`src/rtl/scs8hd_clkgate_ctrl.sv`:
```
// Clock-enable sequencer for a gated clkbuf branch: merges requester demand into a
// registered CLKEN, delays ACK by a wake-up settling time and holds the clock on while idle.
module scs8hd_clkgate_ctrl #(
    parameter int NREQ     = 4,
    parameter int WAKE_CYC = 2,
    parameter int IDLE_CYC = 8,
    parameter int CW       = 4
) (
    input  logic            CLK,
    input  logic            RESETB,
    input  logic [NREQ-1:0] REQ,
    input  logic            FORCE_ON,
    output logic [NREQ-1:0] ACK,
    output logic            CLKEN,
    output logic            BUSY,
    output logic [1:0]      dbg_state
);

    typedef enum logic [1:0] {
        ST_OFF  = 2'd0,
        ST_WAKE = 2'd1,
        ST_ON   = 2'd2,
        ST_HOLD = 2'd3
    } state_t;

    localparam logic [CW-1:0] WAKE_INIT = CW'(WAKE_CYC);
    localparam logic [CW-1:0] IDLE_INIT = CW'(IDLE_CYC);
    localparam logic [CW-1:0] CNT_ONE   = CW'(1);

    // Valid/ready style does not apply here: REQ is a level held until ACK is seen,
    // ACK is a level that follows REQ one edge later once the gated clock is stable.

    state_t          state_q, state_d;
    logic [CW-1:0]   cnt_q, cnt_d;
    logic [NREQ-1:0] ack_q, ack_d;
    logic            clken_q, clken_d;
    logic            busy_q, busy_d;
    logic            demand;

    assign demand = (|REQ) | FORCE_ON;

    always_comb begin
        state_d = state_q;
        cnt_d   = cnt_q;
        ack_d   = '0;
        clken_d = clken_q;
        busy_d  = busy_q;

        case (state_q)
            ST_OFF: begin
                if (demand) begin
                    state_d = ST_WAKE;
                    cnt_d   = WAKE_INIT;
                    clken_d = 1'b1;
                    busy_d  = 1'b1;
                end
            end

            ST_WAKE: begin
                if (cnt_q == CNT_ONE) begin
                    if (demand) begin
                        state_d = ST_ON;
                        ack_d   = REQ;
                    end else if (IDLE_CYC == 0) begin
                        state_d = ST_OFF;
                        cnt_d   = '0;
                        clken_d = 1'b0;
                        busy_d  = 1'b0;
                    end else begin
                        state_d = ST_HOLD;
                        cnt_d   = IDLE_INIT;
                    end
                end else begin
                    cnt_d = cnt_q - CNT_ONE;
                end
            end

            ST_ON: begin
                if (demand) begin
                    ack_d = REQ;
                end else if (IDLE_CYC == 0) begin
                    state_d = ST_OFF;
                    cnt_d   = '0;
                    clken_d = 1'b0;
                    busy_d  = 1'b0;
                end else begin
                    state_d = ST_HOLD;
                    cnt_d   = IDLE_INIT;
                end
            end

            ST_HOLD: begin
                // The clock never stopped, so returning demand skips the wake delay.
                if (demand) begin
                    state_d = ST_ON;
                    ack_d   = REQ;
                end else if (cnt_q == CNT_ONE) begin
                    state_d = ST_OFF;
                    cnt_d   = '0;
                    clken_d = 1'b0;
                    busy_d  = 1'b0;
                end else begin
                    cnt_d = cnt_q - CNT_ONE;
                end
            end

            default: begin
                state_d = ST_OFF;
                cnt_d   = '0;
                clken_d = 1'b0;
                busy_d  = 1'b0;
            end
        endcase
    end

    always_ff @(posedge CLK or negedge RESETB) begin
        if (!RESETB) begin
            state_q <= ST_OFF;
            cnt_q   <= '0;
            ack_q   <= '0;
            clken_q <= 1'b0;
            busy_q  <= 1'b0;
        end else begin
            state_q <= state_d;
            cnt_q   <= cnt_d;
            ack_q   <= ack_d;
            clken_q <= clken_d;
            busy_q  <= busy_d;
        end
    end

    assign ACK       = ack_q;
    assign CLKEN     = clken_q;
    assign BUSY      = busy_q;
    assign dbg_state = state_q;

endmodule

```
`config.mk`:
```
export PLATFORM = sky130hd
export DESIGN_NAME = scs8hd_clkgate_ctrl
export DESIGN_NICKNAME = d
export VERILOG_FILES = /design/src/rtl/scs8hd_clkgate_ctrl.sv
export SDC_FILE = /design/constraint.sdc
export NUM_CORES = 1
export LEC_CHECK = 0
export ABC_AREA = 0
export CAP_MARGIN = 20
export CORE_UTILIZATION = 35
export CTS_BUF_LIST = sky130_fd_sc_hd__clkbuf_16
export CTS_CLUSTER_DIAMETER = 80
export DETAILED_ROUTE_END_ITERATION = 12
export PLACE_DENSITY = 0.61
export SLEW_MARGIN = 20
export SYNTH_ARGS = -nofsm -noshare
export SYNTH_HDL_FRONTEND = slang
export SYNTH_SLANG_ARGS = --single-unit
export TNS_END_PERCENT = 10
```
`constraint.sdc`:
```
create_clock -name CLK -period 3.9 [get_ports CLK]
set_input_delay 0.78 -clock CLK [delete_from_list [all_inputs] [get_ports CLK]]
set_output_delay 0.78 -clock CLK [all_outputs]
set_load 0.005 [all_outputs]
```
==> results.json <==
{
  "cts_made_buffers": 3,
  "yosysUniqueCellTypes": 30,
  "seq_area_sq_um": 275,
  "r2r_start": "cnt_q[1]",
  "area_growth_pct": 34.1,
  "grt_pass1_vias": 533,
  "setup_tns_ps": 0,
  "power.leakage_nw": 0.347,
  "ys_ff_latch": 11,
  "min_from": "cnt_q[1]",
  "holdWs_ps": 558,
  "p_switching_w": 0.0000808,
  "multiInputGateArea_sq_um": 304,
  "critPathLaunchType": "input port",
  "yosys_most_used_dff": "dfrtp_1",
  "io_buffers": 14,
  "worst_pin_slew_ps": 493,
  "cap_violations": 0,
  "synth_area_sq_um": 624,
  "nFillCells": 148,
  "grt_use_met3_pct": 7.35,
  "fin_crit_sh_pct": 62.1,
  "ios": 15,
  "skew_ps": 5.07,
  "htreeDepth": 1,
  "die_area_sq_mm": 0.00196,
  "clock_power_share_pct": 49.6,
  "final_common_cell": "clkdlybuf4s50_1",
  "grt.met2_usage_pct": 26.2,
  "cts_resized": 0,
  "rows": 14,
  "slew_viol_final": 0,
  "p_int_w": 0.000288,
  "max_freq_ghz": 0.413,
  "hold_buffers": 0,
  "setup_viol": 0,
  "avgSynthCellArea_sq_um": 9.76,
  "totalWireLength_microns": 1340,
  "cts_root_buffer": "clkbuf_16",
  "power_density_mw_per_mm2": 441,
  "num_vias": 542,
  "finalHoldViolations": 0,
  "vias_per_cell": 5.77,
  "synth_cells": 64,
  "combPwrFrac_pct": 13.8,
  "grt_antenna_before_repair": 0,
  "grt_util_met1_pct": 18.1,
  "place_congestion": 0.811,
  "wl_per_cell_microns": 14.2,
  "relSlewSlack_pct": 66.8,
  "post_cts_buffers": 0,
  "drive_above_1_share_pct": 7.69,
  "syn_nets": 73,
  "hpwl_microns": 949,
  "gr-total-overflow": 0,
  "synth_edf_count": 0,
  "arrival_ps": 2520,
  "hold_class": "flop to flop",
  "pwr-share-seq_pct": 36.6,
  "antennaDiodeCount": 0,
  "period_minus_slack_ps": 2420,
  "final_area_sq_um": 837,
  "ys_seq_area_share_pct": 44.1,
  "core_sq_mm": 0.00158,
  "clock_path_buffers": 2,
  "crit_type": "input port to flop",
  "cts_tree": "done",
  "cp_max_fo": 5,
  "most-common-layout-cells": "14 x clkdlybuf4s50_1, 11 x dfrtp_1, 6 x inv_1, 6 x nor2_1, 5 x nor2b_1",
  "rsz0062_at_grt": "false",
  "async_flop_share_pct": 100,
  "ant_nets": 0,
  "ys_warn_count": 0,
  "first_iter_violations": 11,
  "grt_start_max_net_pins": 14,
  "grt_busiest_layer": "met2",
  "drc": 0,
  "dpl_cell_area_sq_um": 758,
  "clkTransAtPathRegs_ps": 40,
  "fin_nets": 88,
  "critPathLaunch": "REQ[1]",
  "status": "completed",
  "fp.dieW_microns": 44.2,
  "insertion_delay_ps": 240,
  "ir_drop_v": 0.000460,
  "sw_frac_of_total_pct": 21.9,
  "detail_route.first_pass.iterations": 6,
  "cts_num_sinks": 11,
  "grt_use_total_pct": 16.5,
  "start_util_pct": 39.6,
  "chipHeight_microns": 44.2,
  "critPathRequiredTime_ps": 4000,
  "worstSetupEndpointType": "flop",
  "grt_pass1_wl_microns": 2250
}
-- power groups by stage --
| stage | logic (W) | clock network (W) | registers, W |
|---|---|---|---|
| after floorplan | 0.0000328 | 0 | 0.000134 |
| after global placement | 0.0000510 | 0 | 0.000136 |
| after detailed placement | 0.0000514 | 0 | 0.000137 |
| after CTS | 0.0000516 | 0.000188 | 0.000135 |
| after global routing | 0.0000561 | 0.000193 | 0.000137 |
| final | 0.0000510 | 0.000183 | 0.000135 |
-- synthesized netlist by cell type (2+ instances only) --
cell,instances,area [sq um]
nand2_1,2,7.51
o2111ai_1,2,17.5
a21oi_1,4,20.0
o21ai_0,2,10.0
nor2b_1,5,31.3
o211ai_1,2,15.0
ha_1,2,25.0
nor2_1,6,22.5
inv_1,5,18.8
nor3_1,3,15.0
dfrtp_1,11,275
clkbuf_1,2,7.51
-- state kept, by name (all words and copies together) (netlist names) --
register,count
ACK,4
BUSY,1
cnt_q,4
dbg_state,2
-- metrics by stage --
stage	power [W]	cells	utilization, %	worst slack, ps
floorplan	0.000167	64	-	1770
global placement	0.000187	90	48.1	1270
detailed placement	0.000188	90	48.1	1250
CTS	0.000375	94	53.1	1490
global route	0.000386	94	53.1	1320
finish	0.000369	94	53.1	1480
-- area by class of cell --
| type | instances | share of cell area, % |
|---|---|---|
| clock buffer | 3 | 8.97 |
| inverter | 5 | 2.24 |
| sequential | 11 | 32.9 |
| clock inverter | 1 | 0.448 |
| tap | 16 | 2.39 |
| multi-input combinational | 44 | 36.3 |
| timing repair buffer | 14 | 16.7 |
-- metal layers --
layer,part of all wire [%],vias up
li1,-,263
met2,49,12
met5,0,-
met3,4.2,2
met4,0.90,0
met1,46,265
-- worst paths after layout --
kind / endpoint / slack, ps / depth (start not counted)
min in group asynchronous: dbg_state[0] / 870 / 1
hold / removal: cnt_q[1] / 560 / 2
hold reg to reg: cnt_q[1] / 560 / 2
setup reg to reg: cnt_q[3] / 2320 / 6
max in group asynchronous: cnt_q[2] / 2700 / 1
setup / recovery: cnt_q[1] / 1480 / 5
-- cell families (layout without fill, tap and decap cells) --
| family | count (synthesis) | in the layout | share of synthesized area (%) |
|---|---|---|---|
| and+or+nand+nor | 23 | 23 | 20.8 |
| muxes | 2 | 2 | 3.41 |
| AOI/OAI and AO/OA | 17 | 17 | 20.4 |
| buffers and inverters | 9 | 23 | 7.22 |
| DFF | 11 | 11 | 44.1 |
| adders and majority gates | 2 | 2 | 4.01 |
-- worst max-delay path: stages --
cell             delay (ps)
clkdlybuf4s50_1         420
or4_4                   570
o21ai_0                 430
mux2i_1                 240
o31ai_1                  90
Note: power is estimated with default switching activity, not from simulation.
